**src/rtl/hex_scroll_ctrl_if.sv**
```systemverilog
// Digit write port for hex_scroll_ctrl: valid/ready handshake carrying one hex digit.
interface hex_scroll_ctrl_if;
  logic       wr_valid;
  logic [3:0] wr_data;
  logic       wr_ready;

  modport master (output wr_valid, output wr_data, input wr_ready);
  modport slave  (input wr_valid, input wr_data, output wr_ready);
endinterface

```
**src/rtl/hex_scroll_ctrl.sv**
```systemverilog
// Six-digit seven-segment message controller: buffers hex digits, shows them static or scrolling.
// Optional HEX_BLINK_EN: blink the displays while scrolling is paused.
module hex_scroll_ctrl #(
  parameter int STEP_CYCLES = 12500000,
  parameter int DEPTH       = 16,
  parameter int CW          = 5
) (
  input  logic              CLOCK_50,
  input  logic              resetn,
  hex_scroll_ctrl_if.slave  wr,
  input  logic              clear,
  input  logic              run,
  output logic [CW-1:0]     count,
  output logic              scrolling,
  output logic [6:0]        HEX0,
  output logic [6:0]        HEX1,
  output logic [6:0]        HEX2,
  output logic [6:0]        HEX3,
  output logic [6:0]        HEX4,
  output logic [6:0]        HEX5
);
  localparam int PW = $clog2(STEP_CYCLES);

  typedef enum logic [1:0] {ST_EMPTY, ST_HOLD, ST_SCROLL} state_t;

  state_t        r_state;
  logic [CW-1:0] r_count;
  logic [CW-1:0] r_head;
  logic [PW-1:0] r_pre;
  logic          r_scrolling;
  logic [3:0]    r_buf [DEPTH];
  logic [6:0]    r_hex [6];
`ifdef HEX_BLINK_EN
  logic          r_paused;
  logic          r_phase;
`endif

  logic          w_accept;
  logic          w_tc;
  logic          w_blank;
  logic [CW:0]   w_sum  [6];
  logic [CW-2:0] w_idx  [6];
  logic          w_show [6];
  logic [6:0]    w_win  [6];

  function automatic logic [6:0] seg7(input logic [3:0] d);
    case (d)
      4'h0: seg7 = 7'h40;  4'h1: seg7 = 7'h79;  4'h2: seg7 = 7'h24;  4'h3: seg7 = 7'h30;
      4'h4: seg7 = 7'h19;  4'h5: seg7 = 7'h12;  4'h6: seg7 = 7'h02;  4'h7: seg7 = 7'h78;
      4'h8: seg7 = 7'h00;  4'h9: seg7 = 7'h10;  4'hA: seg7 = 7'h08;  4'hB: seg7 = 7'h03;
      4'hC: seg7 = 7'h46;  4'hD: seg7 = 7'h21;  4'hE: seg7 = 7'h06;  default: seg7 = 7'h0E;
    endcase
  endfunction

  assign wr.wr_ready = (r_state != ST_SCROLL) && (r_count < CW'(DEPTH)) && resetn;
  assign w_accept    = wr.wr_valid && wr.wr_ready;
  assign w_tc        = (r_pre == PW'(STEP_CYCLES - 1));

`ifdef HEX_BLINK_EN
  assign w_blank = r_paused && r_phase;
`else
  assign w_blank = 1'b0;
`endif

  // head < count always holds, so one conditional subtract implements the modulo
  always_comb begin
    for (int i = 0; i < 6; i++) begin
      w_sum[i]  = {1'b0, r_head} + (CW+1)'(i);
      w_idx[i]  = (w_sum[i] >= {1'b0, r_count}) ? (CW-1)'(w_sum[i] - {1'b0, r_count})
                                                 : (CW-1)'(w_sum[i]);
      w_show[i] = (r_state != ST_EMPTY) && ((r_count > CW'(6)) || (CW'(i) < r_count)) && !w_blank;
      w_win[i]  = w_show[i] ? seg7(r_buf[w_idx[i]]) : 7'h7F;
    end
  end

  always_ff @(posedge CLOCK_50) begin
    if (resetn && !clear && w_accept) r_buf[r_count[CW-2:0]] <= wr.wr_data;
  end

  always_ff @(posedge CLOCK_50) begin
    if (!resetn) begin
      r_state     <= ST_EMPTY;
      r_count     <= '0;
      r_head      <= '0;
      r_pre       <= '0;
      r_scrolling <= 1'b0;
`ifdef HEX_BLINK_EN
      r_paused    <= 1'b0;
      r_phase     <= 1'b0;
`endif
    end else if (clear) begin
      r_state     <= ST_EMPTY;
      r_count     <= '0;
      r_head      <= '0;
      r_pre       <= '0;
      r_scrolling <= 1'b0;
`ifdef HEX_BLINK_EN
      r_paused    <= 1'b0;
      r_phase     <= 1'b0;
`endif
    end else begin
      case (r_state)
        ST_EMPTY: if (w_accept) r_state <= ST_HOLD;
        ST_HOLD: begin
          if (run && (r_count > CW'(6))) begin
            r_state     <= ST_SCROLL;
            r_scrolling <= 1'b1;
            r_pre       <= '0;
`ifdef HEX_BLINK_EN
            r_paused    <= 1'b0;
          end else if (r_paused) begin
            r_pre <= w_tc ? '0 : r_pre + 1'b1;
            if (w_tc) r_phase <= ~r_phase;
`endif
          end
        end
        ST_SCROLL: begin
          r_pre <= w_tc ? '0 : r_pre + 1'b1;
          if (w_tc) r_head <= (r_head == r_count - 1'b1) ? '0 : r_head + 1'b1;
          // a step landing on the pause edge still completes; the pause restarts the period
          if (!run) begin
            r_state     <= ST_HOLD;
            r_scrolling <= 1'b0;
            r_pre       <= '0;
`ifdef HEX_BLINK_EN
            r_paused    <= 1'b1;
            r_phase     <= 1'b0;
`endif
          end
        end
        default: r_state <= ST_EMPTY;
      endcase
      if (w_accept) begin
        r_count  <= r_count + 1'b1;
`ifdef HEX_BLINK_EN
        r_paused <= 1'b0;
`endif
      end
    end
  end

  always_ff @(posedge CLOCK_50) begin
    for (int i = 0; i < 6; i++) begin
      if (!resetn) r_hex[i] <= 7'h7F;
      else         r_hex[i] <= w_win[i];
    end
  end

  assign count     = r_count;
  assign scrolling = r_scrolling;
  assign HEX5      = r_hex[0];
  assign HEX4      = r_hex[1];
  assign HEX3      = r_hex[2];
  assign HEX2      = r_hex[3];
  assign HEX1      = r_hex[4];
  assign HEX0      = r_hex[5];
endmodule
```
**src/flat_wrapper.sv**
```systemverilog
// flat-port wrapper written by rule: the top's interface ports become plain ports
module hex_scroll_ctrl_flat 
#(
  parameter int STEP_CYCLES = 12500000,
  parameter int DEPTH       = 16,
  parameter int CW          = 5
)
  (CLOCK_50, resetn, clear, run, count, scrolling, HEX0, HEX1, HEX2, HEX3, HEX4, HEX5, wr_wr_valid, wr_wr_data, wr_wr_ready);
  hex_scroll_ctrl_if wr_i ();
  input  logic CLOCK_50;
  input  logic resetn;
  input  logic clear;
  input  logic run;
  output logic [CW-1:0] count;
  output logic scrolling;
  output logic [6:0] HEX0;
  output logic [6:0] HEX1;
  output logic [6:0] HEX2;
  output logic [6:0] HEX3;
  output logic [6:0] HEX4;
  output logic [6:0] HEX5;
  input wire logic [$bits(wr_i.wr_valid)-1:0] wr_wr_valid;
  input wire logic [$bits(wr_i.wr_data)-1:0] wr_wr_data;
  output wire logic [$bits(wr_i.wr_ready)-1:0] wr_wr_ready;
  assign wr_i.wr_valid = wr_wr_valid;
  assign wr_i.wr_data = wr_wr_data;
  assign wr_wr_ready = wr_i.wr_ready;
  hex_scroll_ctrl #(.STEP_CYCLES(STEP_CYCLES), .DEPTH(DEPTH), .CW(CW)) u_core (.CLOCK_50(CLOCK_50), .resetn(resetn), .wr(wr_i), .clear(clear), .run(run), .count(count), .scrolling(scrolling), .HEX0(HEX0), .HEX1(HEX1), .HEX2(HEX2), .HEX3(HEX3), .HEX4(HEX4), .HEX5(HEX5));
endmodule
```
**config.mk**
```make
export PLATFORM = sky130hd
export DESIGN_NAME = hex_scroll_ctrl_flat
export DESIGN_NICKNAME = d
export VERILOG_FILES = /design/src/rtl/hex_scroll_ctrl_if.sv /design/src/rtl/hex_scroll_ctrl.sv /design/src/flat_wrapper.sv
export SDC_FILE = /design/constraint.sdc
export NUM_CORES = 1
export LEC_CHECK = 0
export BUFFER_PORTS_ARGS = -buffer_cell sky130_fd_sc_hd__buf_2
export CAP_MARGIN = 20
export CORE_MARGIN = 4
export CORE_UTILIZATION = 55
export DETAILED_ROUTE_END_ITERATION = 7
export PLACE_DENSITY_LB_ADDON = 0.08
export SLEW_MARGIN = 20
export SYNTH_ARGS = -nofsm -noshare
export SYNTH_HDL_FRONTEND = slang
export SYNTH_SLANG_ARGS = --single-unit
```
**constraint.sdc**
```tcl
create_clock -name CLOCK_50 -period 7.1 [get_ports CLOCK_50]
set_input_delay 1.42 -clock CLOCK_50 [delete_from_list [all_inputs] [get_ports CLOCK_50]]
set_output_delay 1.42 -clock CLOCK_50 [all_outputs]
set_load 0.03 [all_outputs]
```
== After elaboration in Yosys (flattened, before gate mapping) ==
Memories as Yosys holds them, arrays and structs flattened.
Index checks and enable logic that the tools add are counted.

* $add $sub $neg: 15
* $lt $le $gt $ge: 14
* Eq/ne operators: 8
* Multiplexer cells: 34
* Bitwise gates (word level): 7
* Reductions and logical operators: 27

{| class="wikitable"
|+ Operators by type and width
! kind !! count
|-
| 7-bit two-way mux || 12
|-
| 24-bit two-way mux || 3
|-
| 24-bit case mux with 2 select lines || 1
|-
| 6-bit by 5-bit >= comparator with 1-bit output || 5
|-
| 24-bit by 1-bit adder with 24-bit output, second input constant || 1
|-
| 24-bit == test, second input constant || 1
|-
| 4-bit two-way mux || 6
|-
| 4-bit subtractor || 6
|-
| 5-bit by 2-bit adder with 6-bit output, second input constant || 2
|-
| 5-bit by 3-bit adder with 6-bit output, second input constant || 2
|-
| 1-bit logical AND || 12
|-
| 5-bit by 1-bit adder with 5-bit output, second input constant || 2
|-
| 1-bit by 5-bit less-than comparator with 1-bit output, first input constant || 2
|-
| 2-bit by 5-bit less-than comparator with 1-bit output, first input constant || 2
|-
| 3-bit by 5-bit less-than comparator with 1-bit output, first input constant || 2
|-
| 5-bit by 1-bit adder with 6-bit output, second input constant || 1
|-
| 1-bit logical OR || 6
|-
| 1-bit two-way mux || 6
|-
| 2-bit two-way mux || 3
|-
| 1-bit bitwise OR || 6
|-
| 2-bit case mux with 3 select lines || 1
|-
| 3-bit AND reduction || 2
|-
| 5-bit == test || 1
|-
| 5-bit >= comparator || 1
|-
| 15 further kinds || 19
|}

* Bits in registers: 37
* RAM bits: 106
* Memory bits (read-only): 672
* Output and inout bits: 49
* Logic and storage cells: 118
* Memories kept: 8

{| class="wikitable"
|+ Memories
! memory !! words !! width !! read ports !! clocked after memory_dff !! write ports !! RTL line !! text
|-
| (name not given) || 16 || 7 || 1 || 0 || 0 || hex_scroll_ctrl.sv:47 || <nowiki>case (d)</nowiki>
|-
| (name not given) || 16 || 7 || 1 || 0 || 0 || hex_scroll_ctrl.sv:47 ||
|-
| (name not given) || 16 || 7 || 1 || 0 || 0 || hex_scroll_ctrl.sv:47 ||
|-
| (name not given) || 16 || 7 || 1 || 0 || 0 || hex_scroll_ctrl.sv:47 ||
|-
| (name not given) || 16 || 7 || 1 || 0 || 0 || hex_scroll_ctrl.sv:47 ||
|-
| (name not given) || 16 || 7 || 1 || 0 || 0 || hex_scroll_ctrl.sv:47 ||
|-
| +2 memories || n/a || n/a || n/a || n/a || n/a || n/a ||
|}

== Longest topological paths before layout ==
* Word-level depth: 7
* Depth in mapped cells: 22

== Least setup slack after synthesis ==
OpenSTA, ideal clock, no wires.

* Path type: register to register
* From: register u_core.r_head[1]
* To: memory u_core.r_hex[3][6], in the netlist u_core.r_hex[1][13]
* Setup time: 0.122 ns
* Data arrival time: 4.956 ns
* Required time: 6.978 ns
* Setup slack: 2.022 ns
* Stages on the path, launching flop included: 20
* Path buffers: 2
* Cells stage by stage: dfxtp_1 -> clkbuf_1 -> inv_1 -> ha_1 -> a21oi_1 -> xnor2_1 -> ha_1 -> and3_1 -> o21a_1 -> nor4_1 -> nor2_1 -> buf_2 -> mux2i_1 -> mux2i_1 -> mux2i_1 -> mux2i_1 -> inv_1 -> ha_1 -> mux2_2 -> a221o_1

{| class="wikitable"
|+ RTL lines
! element !! RTL line !! text
|-
| start: declaration || hex_scroll_ctrl.sv:28 || <nowiki>logic [CW-1:0] r_head;</nowiki>
|-
| start signal: assignment || hex_scroll_ctrl.sv:119 || <nowiki>if (w_tc) r_head <= (r_head == r_count - 1'b1) ? '0 : r_head + 1'b1;</nowiki>
|-
| end: declaration || hex_scroll_ctrl.sv:32 || <nowiki>logic [6:0] r_hex [6];</nowiki>
|}

==> run_results.csv <==
group,metric,value,unit
grt,met1_usage,42.11,%
logic_synthesis,synth_xor_area_share,3.587,%
grt,antenna_found_initial,0,
floorplanning,ios,58,
power_and_ir_drop,ir_drop,0.1478,mV
floorplanning,rows,53,
floorplanning,coreArea,0.02102,mm²
clocking,htree_levels,4,
logic_synthesis,ys_seq_elements,143,
logic_synthesis,yosysSeqAreaShare,29.89,%
sta,max-slew-margin-rel,27.74,%
logic_synthesis,synthSimpleGateAreaFrac,20.34,%
setup_path,r2r_start,"u_core.r_head[2]",
logic_synthesis,synth-compound-area-share,24.30,%
placement,gp_congestion,1.039,
worst_hold_path,hold_start,"u_core.scrolling",
setup_path,cp-start-kind,"flop",
layout,fin_cells,1727,
setup_path,cp_slowest_cell,"and2_1",
grt,met3_usage,6.248,%
sta,clock.fmax,164.7,MHz
floorplanning,dieArea,0.02371,mm²
clocking,root_buffer,"clkbuf_16",
logic_synthesis,synth_nets,1495,
setup_path,cpMostUsedCell,"ha_1",
power_and_ir_drop,leakage,4.811,nW
floorplanning,dieWidth,154.0,µm
floorplanning,die_h,154.0,µm
logic_synthesis,synth_top_area_share,16.40,%
clocking,cts_buffers,17,
grt,grtUsageTotal,31.78,%
outcome,status,"finished clean",
grt,grt_remaining_overflow,0,
setup_path,arrival,6340,ps
layout,area_growth,8.797,%
setup_path,regToRegSetupSlack,1030,ps
clocking,post_cts_buffers,0,
logic_synthesis,syn-cell-area,0.01172,mm²
logic_synthesis,synth-main-ff-cell,"dfxtp_1",
setup_path,cp_data_required_time,7360,ps
setup_path,cp_slowest_stage_delay,840,ps
logic_synthesis,synth_cell_types,85,
setup_path,end_kind,"flop",
worst_hold_path,whs_path_depth,2,
sta,tns,0,ps
setup_path,crit_type,"flop to flop",
setup_path,cp_max_fo,27,
sta,period_minus_slack,6073,ps
routing,drtPass1Iterations,5,
grt,grt_max_degree,29,
sta,finalClockSkew,12.02,ps
placement,dpl.hpwl,29040,µm
routing,routed_wl,38730,µm
logic_synthesis,synth_area_leaders,"edfxtp_1 (16%), dfxtp_1 (13%), mux2i_1 (7.9%)",
sta,worstMarginPinSlew,1079,ps
routing,ant_nets,0,
logic_synthesis,yosys-top-cells-count,"nand2_1 (186), nor2_1 (96), mux2i_1 (92)",
setup_path,worst_r2r_endpoint,"u_core.r_hex[2][7]",
grt,grt.busiest_layer,"met2",
routing,vias_per_cell,6.690,
layout,antenna_cells,0,
sta,setup_viol,0,
logic_synthesis,synth_top_cell_by_area,"edfxtp_1",
logic_synthesis,postSynthCellCount,1415,
worst_hold_path,worstHoldEndpoint,"u_core.scrolling",
clocking,clk_path_buf_depth,2,
power_and_ir_drop,power_density,152.9,mW/mm²
setup_path,crit_buf_inv,2,
grt,grt_pass1_vias,10910,
routing,wl_per_cell,22.43,µm
clocking,clk_latency,430,ps
clocking,ctsResizeCount,0,
layout,filler_cell_count,1868,
routing,drc,0,
routing,first_iter_violations,1191,
logic_synthesis,synth_top_family_by_area,"compound AO/OA/AOI/OAI gates",
placement,portBuffers,57,
setup_path,reg2reg_depth,18,
logic_synthesis,synthMuxAreaShare,9.128,%
grt,grt_pass1_wl,60310,µm
logic_synthesis,synth_fa_ha_area_share,7.836,%
layout,drive_gt1_share,10.12,%
power_and_ir_drop,finalPower,1.950,mW
job,max_cap_viol_count,0,
logic_synthesis,yosys_warnings,0,
clocking,hold_buffers,0,
routing,via_count,11550,
sta,fin_crit_sh,85.53,%
sta,rsz0062_at_grt,"no",
sta,hold_violations,0,
layout,fin_nets,1519,
worst_hold_path,hp-class,"flop to flop",
setup_path,crit_chain,"inv_1, ha_1, a21oi_1, xnor2_1, ha_1, nand3_1, nand2_1, o31ai_1, and2_1, nor2_1, a211oi_1, a311oi_1, nor4b_2, inv_1, ha_1, nor2_1, o2bb2ai_1, o21ai_0",
sta,slew_violations,0,
clocking,cts_sinks,143,
setup_path,cp_top_family,"simple AND/OR/NAND/NOR gates",
logic_synthesis,postSynthAreaPerCell,8.283,µm²
logic_synthesis,async_flop_share,0,%
logic_synthesis,synth_edf_count,64,
floorplanning,start_util,55.75,%
logic_synthesis,yosysMostFrequentCell,"nand2_1",
grt,use_met2,51.25,%
placement,dpl.cell_count,1695,
clocking,cts_tree,"built",
clocking,clkSlewWorstSetupHoldPaths,80,ps
report_power, final:
group	switching, mW	total (mW)	leakage (nW)	internal [mW]
registers	0.00247	0.862	1.21	0.859
clock network	0.413	0.873	0.272	0.460
logic	0.136	0.215	3.33	0.0788
total	0.552	1.95	4.81	1.40
flip-flops by register name, summed over array words and instances, names as in the netlist:
register	cells
u_core.count	5
u_core.r_buf	64
u_core.r_head	5
u_core.r_hex	42
u_core.r_pre	24
u_core.r_state	2
u_core.scrolling	1
cells by family (layout without fill, tap and decap cells):
logic type | after synthesis | in the layout
AND/OR/NAND/NOR | 504 | 504
multiplexers | 105 | 105
flip-flops | 143 | 143
buffers and inverters | 140 | 177
adder cells (fa/ha/maj) | 71 | 71
AO/OA/AOI/OAI | 404 | 404
XOR/XNOR | 48 | 48
layout by cell type, fill, tap and decap left out, drive strengths merged, types with 12 or more instances in the layout:
master,n
nand2,187
nor2,96
mux2i,93
a21oi,83
buf,81
dfxtp,79
inv,75
nand3,70
o21ai,69
ha,67
edfxtp,64
a211oi,37
xnor2,26
nand4,26
xor2,22
nor3,22
and2,22
o211ai,18
clkbuf,18
and3,17
a31oi,17
a311oi,15
nand2b,14
or3,13
mux2,12
a2111oi,12
o221ai,12
worst max path at each step:
stage / end / from / cells after the start / slack [ps]
2_1_floorplan: u_core.r_hex[1][13] / u_core.r_head[1] / 19 / 2020
3_3_place_gp: u_core.r_hex[2][7] / u_core.r_head[2] / 18 / 1200
3_5_place_dp: u_core.r_hex[2][7] / u_core.r_head[2] / 18 / 1140
4_1_cts: u_core.r_hex[2][7] / u_core.r_head[2] / 18 / 1120
5_1_grt: u_core.r_hex[2][7] / u_core.r_head[2] / 18 / 480
6_report: u_core.r_hex[2][7] / u_core.r_head[2] / 18 / 1030
worst min-delay path: stages, from the launching register on:
cell,delay (ps)
dfxtp_1,320
nand2_1,50
a21oi_1,50
metal layers:
layer / part of all wire [%] / vias to the layer above
met1: 41 / 5460
met3: 9.5 / 110
met4: 3.2 / 0
li1: - / 5363
met5: 0 / -
met2: 46 / 621
stage by stage:
stage / worst slack [ps] / hold WS (ps) / utilization, % / cell area, µm²
2_1_floorplan: 2022 / 466.5 / - / 11720
3_3_place_gp: 1202 / 457.2 / 58.06 / 12210
3_5_place_dp: 1137 / 461.1 / 58.06 / 12210
4_1_cts: 1120 / 471.5 / 60.66 / 12750
5_1_grt: 482.8 / 507.0 / 60.66 / 12750
6_report: 1027 / 471.0 / 60.66 / 12750
final cells by class:
type / instances / area [µm²] / share of cell area [%]
repair buffers: 81 / 465.4 / 3.650
well taps: 275 / 344.1 / 2.698
inverters: 64 / 240.2 / 1.884
flip-flops and latches: 143 / 3503 / 27.48
multi-input cells: 1132 / 7652 / 60.01
clock buffers: 18 / 429.2 / 3.366
clock inverters: 14 / 116.4 / 0.9126
(Power assumes the default switching activity.)
